$ cat config.mk
export PLATFORM = sky130hd
export DESIGN_NAME = mctrl
export DESIGN_NICKNAME = d
export VERILOG_FILES = /design/src/rtl/mctrl.sv
export SDC_FILE = /design/constraint.sdc
export NUM_CORES = 1
export LEC_CHECK = 0
export ABC_AREA = 1
export CAP_MARGIN = 5
export CELL_PAD_IN_SITES_DETAIL_PLACEMENT = 1
export CELL_PAD_IN_SITES_GLOBAL_PLACEMENT = 1
export CORE_ASPECT_RATIO = 1.2
export CORE_UTILIZATION = 33
export CTS_BUF_LIST = sky130_fd_sc_hd__clkbuf_8
export CTS_CLUSTER_DIAMETER = 40
export DETAILED_ROUTE_END_ITERATION = 12
export PLACE_DENSITY = 0.8
export SYNTH_ARGS = -nofsm -noshare
export SYNTH_HDL_FRONTEND = slang
export SYNTH_SLANG_ARGS = --single-unit
$ cat constraint.sdc
create_clock -name clk -period 2.2 [get_ports clk]
set_clock_uncertainty 0.05 [all_clocks]
set_input_delay 0.22 -clock clk [delete_from_list [all_inputs] [get_ports clk]]
set_output_delay 0.22 -clock clk [all_outputs]
set_load 0.02 [all_outputs]
$ cat src/rtl/mctrl.sv
// Multi-cycle MIPS-subset control FSM (FETCH/DECODE/EXEC/MEM/WB).
// Define BUS_TIMEOUT_EN to build the memory-access watchdog; TIMEOUT sets its limit.
module mctrl #(
    parameter int TIMEOUT = 16
) (
    input  logic       clk,
    input  logic       reset,
    input  logic [5:0] op,
    input  logic [5:0] funct,
    input  logic       zero,
    input  logic       mem_ack,
    output logic       mem_req,
    output logic       mem_we,
    output logic       pc_wr,
    output logic       ir_wr,
    output logic [1:0] pc_src,
    output logic       rf_wr,
    output logic       rf_dst,
    output logic       wd_sel,
    output logic       alu_src,
    output logic [1:0] alu_op,
    output logic [1:0] EOp,
    output logic [2:0] state,
    output logic       ill_instr,
    output logic       bus_err
);

    typedef enum logic [2:0] {
        FETCH  = 3'd0,
        DECODE = 3'd1,
        EXEC   = 3'd2,
        MEM    = 3'd3,
        WB     = 3'd4
    } state_t;

    state_t     state_q, state_d;
    logic [5:0] op_q, funct_q;
    logic [5:0] opCur, functCur;
    logic       isRtype, isAddu, isSubu, isOri, isLw, isSw, isBeq, isLui, isJ, legal;
    logic       timeout;

    // DECODE sees the live instruction bits; later states use the copy latched there.
    assign opCur    = (state_q == DECODE) ? op : op_q;
    assign functCur = (state_q == DECODE) ? funct : funct_q;

    assign isRtype = (opCur == 6'b000000);
    assign isAddu  = isRtype && (functCur == 6'b100001);
    assign isSubu  = isRtype && (functCur == 6'b100011);
    assign isOri   = (opCur == 6'b001101);
    assign isLw    = (opCur == 6'b100011);
    assign isSw    = (opCur == 6'b101011);
    assign isBeq   = (opCur == 6'b000100);
    assign isLui   = (opCur == 6'b001111);
    assign isJ     = (opCur == 6'b000010);
    assign legal   = isAddu | isSubu | isOri | isLw | isSw | isBeq | isLui | isJ;

`ifdef BUS_TIMEOUT_EN
    localparam int CW = $clog2(TIMEOUT + 1);
    logic [CW-1:0] cnt_q, cnt_d;

    // Counts stalled request cycles; any ack or state change restarts it.
    assign timeout = (cnt_q == CW'(TIMEOUT));

    always_comb begin
        cnt_d = '0;
        if ((state_q == FETCH || state_q == MEM) && !mem_ack && !timeout)
            cnt_d = cnt_q + 1'b1;
    end

    always_ff @(posedge clk or posedge reset) begin
        if (reset)
            cnt_q <= '0;
        else
            cnt_q <= cnt_d;
    end
`else
    logic unused_timeout;
    assign unused_timeout = (TIMEOUT > 0);
    assign timeout        = 1'b0;
`endif

    always_comb begin
        state_d = state_q;
        case (state_q)
            FETCH:   if (timeout) state_d = FETCH;
                     else if (mem_ack) state_d = DECODE;
            DECODE:  state_d = legal ? EXEC : FETCH;
            EXEC:    if (isLw || isSw) state_d = MEM;
                     else if (isBeq || isJ) state_d = FETCH;
                     else state_d = WB;
            MEM:     if (timeout) state_d = FETCH;
                     else if (mem_ack) state_d = isLw ? WB : FETCH;
            WB:      state_d = FETCH;
            default: state_d = FETCH;
        endcase
    end

    always_ff @(posedge clk or posedge reset) begin
        if (reset) begin
            state_q <= FETCH;
            op_q    <= '0;
            funct_q <= '0;
        end else begin
            state_q <= state_d;
            if (state_q == DECODE) begin
                op_q    <= op;
                funct_q <= funct;
            end
        end
    end

    // Outputs decode from the state so FETCH requests in the first cycle after reset;
    // reset masks them so an aborted access drops its request at once.
    always_comb begin
        mem_req   = 1'b0;
        mem_we    = 1'b0;
        pc_wr     = 1'b0;
        ir_wr     = 1'b0;
        pc_src    = 2'b00;
        rf_wr     = 1'b0;
        rf_dst    = 1'b0;
        wd_sel    = 1'b0;
        alu_src   = 1'b0;
        alu_op    = 2'b00;
        EOp       = 2'b00;
        ill_instr = 1'b0;
        bus_err   = 1'b0;
        state     = state_q;
        if (!reset) begin
            if (state_q != FETCH) begin
                alu_src = isOri | isLw | isSw | isLui;
                EOp     = isOri ? 2'b01 : isLui ? 2'b10 : isBeq ? 2'b11 : 2'b00;
            end
            case (state_q)
                FETCH: begin
                    mem_req = !timeout;
                    ir_wr   = mem_ack && !timeout;
                    pc_wr   = mem_ack && !timeout;
                    bus_err = timeout;
                end
                DECODE: ill_instr = !legal;
                EXEC: begin
                    alu_op = isSubu || isBeq ? 2'b01 : isOri ? 2'b10 : isLui ? 2'b11 : 2'b00;
                    if (isBeq) begin
                        pc_wr  = zero;
                        pc_src = 2'b01;
                    end else if (isJ) begin
                        pc_wr  = 1'b1;
                        pc_src = 2'b10;
                    end
                end
                MEM: begin
                    mem_req = !timeout;
                    mem_we  = isSw && !timeout;
                    bus_err = timeout;
                end
                WB: begin
                    rf_wr  = 1'b1;
                    rf_dst = isRtype;
                    wd_sel = isLw;
                end
                default: ;
            endcase
        end
    end

endmodule

* Word level (Yosys, flattened, before mapping) *
Cells that the tools add are included.
W data, S select, Z words.

word-level totals
  output and inout bits = 19
  register bits after elaboration = 15
  input bits = 16

cells by class
  bitwise operators = 10
  multiplexer cells = 43
  eq/ne operators = 14
  reduce and logical (&&, ||, !) cells = 11

operators with widths
  kind                  number
  $mux W2               15
  $eq A6 B6 Y1 const B  4
  $mux W1               19
  $mux W3               5
  $eq A6 B4 Y1 const B  2
  $mux W6               2
  $pmux W3 S4           1
  $or A1 B1 Y1          10
  $eq A3 B2 Y1 const B  2
  $eq A6 B2 Y1 const B  1
  $eq A6 B3 Y1 const B  1
  $logic_not A6 Y1      1
  $ne A2 B2 Y1 const B  2
  $eq A3 B1 Y1 const B  1
  $eq A3 B3 Y1 const B  1
  $logic_not A3 Y1      1
  $logic_or A1 B1 Y1    3
  $reduce_bool A3 Y1    1
  $logic_and A1 B1 Y1   2
  $pmux W1 S2           1
  $reduce_and A2 Y1     1
  $reduce_or A2 Y1      1
  $logic_not A1 Y1      1

* Depth between registers and ports, before layout *
  depth in word-level cells = 14
  gate-level depth with buffers = 13
  gate-level depth less buffers = 12

* Worst setup path before layout *
Ideal clock, no wire load.

  path type = register to output
  start point = register state_q[0], in the netlist state[0]
  end point = output pc_wr
  cell stages (with the launch flop) = 12
  data arrival time = 1.779 ns
  setup slack = 0.151 ns
  path through = dfrtp_1 > inv_2 > nor2_4 > buf_6 > nand3_2 > nand2_4 > inv_2 > nor2_2 > nand3_2 > nor2_2 > nand2_1 > o211ai_1

on the way
  cells in the longest elaborated chain, start to end = 7
  elaborated cells on any way between the ends = 10
  classes of those cells = eq/ne: 4; mux: 5; reduce/logical: 1

ends and longest elaborated chain
  element                 line  RTL
  from (decl)             36    state_t state_q, state_d;
  from (signal assigned)  104   state_q <= state_d;
  $eq A3 B1 Y1 (*)        43    assign opCur = (state_q == DECODE) ? op : op_q;
  $mux W6 (*)             -
  via opCur[2]            38    logic [5:0] opCur, functCur;
  $eq A6 B2 Y1            54    assign isJ = (opCur == 6'b000010);
  $mux W1                 147   end else if (isJ) begin
  $mux W1 (*)             144   if (isBeq) begin
  $pmux W1 S2 (*)         134   case (state_q)
  $mux W1 (*)             129   if (!reset) begin
  to (decl)               14    output logic pc_wr,

Mark *: on every way through the listed nets, which the timed path passes. The rest lies on a longest branch.

* Worst setup path after layout *
  start point = register state_q[2], in the netlist state[2]
  end point = output EOp[0]

on the way
  cells in the longest elaborated chain, start to end = 8
  elaborated cells on any way between the ends = 11
  classes of those cells = eq/ne: 4; mux: 6; reduce/logical: 1

ends and longest elaborated chain
  element               line  RTL
  $eq A3 B1 Y1 (*)      43
  $mux W6 (*)           -
  via opCur[0]          38
  $eq A6 B3 Y1          52    assign isBeq = (opCur == 6'b000100);
  $mux W2 (2 in a row)  132   EOp = isOri ? 2'b01 : isLui ? 2'b10 : isBeq ? 2'b11 : 2'b00;
  $mux W2 (*)           132
  $mux W2 (*)           130   if (state_q != FETCH) begin
  $mux W2 (*)           129
  to (decl)             22    output logic [1:0] EOp,

Marked as above.

==> run metrics <==
Placed Area=~1700 sq um; initial antenna violation count=0; max-cap check violation count=0; GRT overflow=0; final core occ=0.6269; Fillers=roughly 390; row cnt=22; Switching Power=about 1.6 mW; Layout area overhead=75.64%; final cycle utilization of the critical path=1.101; Worst path max stage delay=around 0.44 ns; Slowest-stage cell, CP=dfrtp_2; Crit Path Class=flip-flop to output pin; Setup TNS=-1.863 ns; Clk pwr share=0.074; placed cells=255; Period minus WS final=about 2.4 ns; Internal Pwr Total=1.502 mW; RSZ-0062 raised after global routing=yes; Yosys cell types=25; area of the core=3166 sq um; Die Wd=55.42 microns; Detail Placement HPWL=3196 microns; fin nets=around 250; Syn Area/Cell=7.018 sq um; drt pass-1 iters=4; Multi-input gate area=between 700 and 800 sq um; clk_lat worst skew=between 0.2 and 0.3 ns; Sw Share=0.5159; vias per cell=a little over 5; register area=377.9 sq um; CP startpoint kind=flip-flop; DR vias=1392; CTS Buf Count=3; Mapped Nets=177; post-synthesis sequential area ratio=0.3322; clk buf depth=2; Slew Limit Fails=0; Clock Sink Count=15; Comb power frac=0.768; Hold Fails Final Rpt=0; Gate Count Post-Synth=161; CP endpoint kind=output pin; PwrDens=1563 nW/um^2; Max Clk Rate=roughly 410 MHz; vias in the first global route=1418; drt initial violations=42; Routed wire per std cell=19.33 microns; Inserted Diodes=0; Hold Path Depth=2; initial core utilization=0.3569; setup ws final=-0.2229 ns; root buffer cell=clkbuf_8; Non-Filler Instances=271; H-tree depth=1; first-pass GRT wire length=roughly 6800 microns; synth warn=0; Peak VDD IR=0.9236 mV; crit-path max FO=8; failing checks=negative setup slack; FF+latch count, synth=15; LEAKAGE=0.9873 nW; largest net degree at the start of global routing=16; Post-Syn Area=roughly 1100 sq um; DRC Markers=0; ratio of cells with drive above 1 in the final layout=0.5106; power share of the sequential group=0.158; crit path DAT=2.15 ns; port bufs=33; die extent in y=about 66 microns; ANT nets after route=0; CTS tree=built; gr usage total=0.2392; total wire length=5238 microns; status=finished, violations left; routability cong.=just under 0.8; Hold Path Class=flip-flop to flip-flop; full die area=3663 sq um; IO Pins=35; CP Cell Sequence=inv_2 -> nand3_4 -> buf_6 -> nand2_1 -> nand2_2 -> inv_4 -> nand2_1 -> nor2_4 -> buf_4 -> nand2_2 -> a21oi_2 -> buf_6; reg2reg path depth=13; Req. time, crit path=1.93 ns; Reg clk slew, reported paths=about 0.060 ns; final setup violation count=13; Design Area, Final=approximately 2000 sq um
## worst max-delay path: cells and delay by family, from the launching register on
kind	cells	cell delay (ns)
buffers and inverters	5	0.63
AOI/OAI and AO/OA	1	0.15
DFF	1	0.44
and+or+nand+nor	6	0.66
## cell usage in the layout (no fill, tap or decap), drive strengths merged
master         count
clkdlybuf4s15      1
nand2             39
nand3             19
clkbuf             5
conb               1
nand3b             3
dfrtp             15
o211ai             1
clkdlybuf4s50     18
nand4              1
a21oi              5
nor2              26
buf               53
nor3               5
inv               37
o21ai              6
## power groups by stage
stage	sequential [mW]	combinational [mW]	clock [mW]
after global placement	0.461	1.69	0
after global routing	0.496	2.52	0.244
after detailed placement	0.478	1.80	0
after CTS	0.478	1.92	0.227
after floorplan	0.494	1.04	0
final	0.491	2.38	0.228
## final cells by class
type                            instances  area share
Timing Repair Buffer                   74      0.3285
Tap cell                               36     0.02270
Sequential cell                        15      0.1904
Inverter                               36     0.06936
Clock inverter                          1    0.001892
Clock buffer                            3     0.02081
Multi-Input combinational cell        106      0.3663
## per-stage QoR
step	hold WS [ns]	worst slack [ns]	power [mW]
floorplan	0.07968	0.1506	1.531
global placement	0.4084	-0.2788	2.155
detailed placement	0.4162	-0.4321	2.275
CTS	0.4298	-0.1975	2.624
global route	0.4859	-0.3118	3.261
finish	0.4624	-0.2229	3.102
## cells in the mapped netlist, drive strengths merged
cell type	n	share of area
a21oi	5	0.025
nor3	5	0.031
nand3	19	0.12
conb	1	0.0033
dfrtp	15	0.33
nand3b	3	0.020
buf	4	0.031
o211ai	1	0.0066
inv	36	0.12
o21ai	6	0.030
nand2	39	0.15
nand4	1	0.0055
nor2	26	0.12
## worst paths after layout
check	from	endpoint	slack, ns
max in group asynchronous	reset	state[2]$_DFFE_PP0P_	1.23
max	state[2]$_DFFE_PP0P_	EOp[0]	-0.22
max reg2reg	state[2]$_DFFE_PP0P_	state[2]$_DFFE_PP0P_	-0.04
min in group asynchronous	reset	funct_q[2]$_DFF_PP0_	0.67
min	funct_q[0]$_DFF_PP0_	funct_q[0]$_DFF_PP0_	0.46
min reg2reg	funct_q[0]$_DFF_PP0_	funct_q[0]$_DFF_PP0_	0.46
## cells by family (layout without fill, tap and decap cells)
group,count (synthesis),after routing,share of synthesized area
AND/OR/NAND/NOR,93,93,0.4518
AO/OA/AOI/OAI,12,12,0.06202
other,1,1,0.003319
flip-flops,15,15,0.3322
buffers and inverters,40,114,0.1506
## layer usage
metal	vias to the layer above	wire length, microns	global-route usage
li1	640	-	-
met1	677	1982	0.2666
met2	57	2813	0.4578
met3	18	278	0.02544
met4	0	163	0.1031
met5	-	0	0
## sequential cells by signal, summed over array words and instances, names as in the netlist
name	flops
funct_q	6
op_q	6
state	3
## repair_timing
item,CTS,global route
hold buffers,0,0
buffers inserted,2,10
cloned,0,0
endpoints found under the setup margin,15,15
resized for setup,83,41
pin swaps,4,11
No activity file was read; power rests on OpenSTA's default activity.
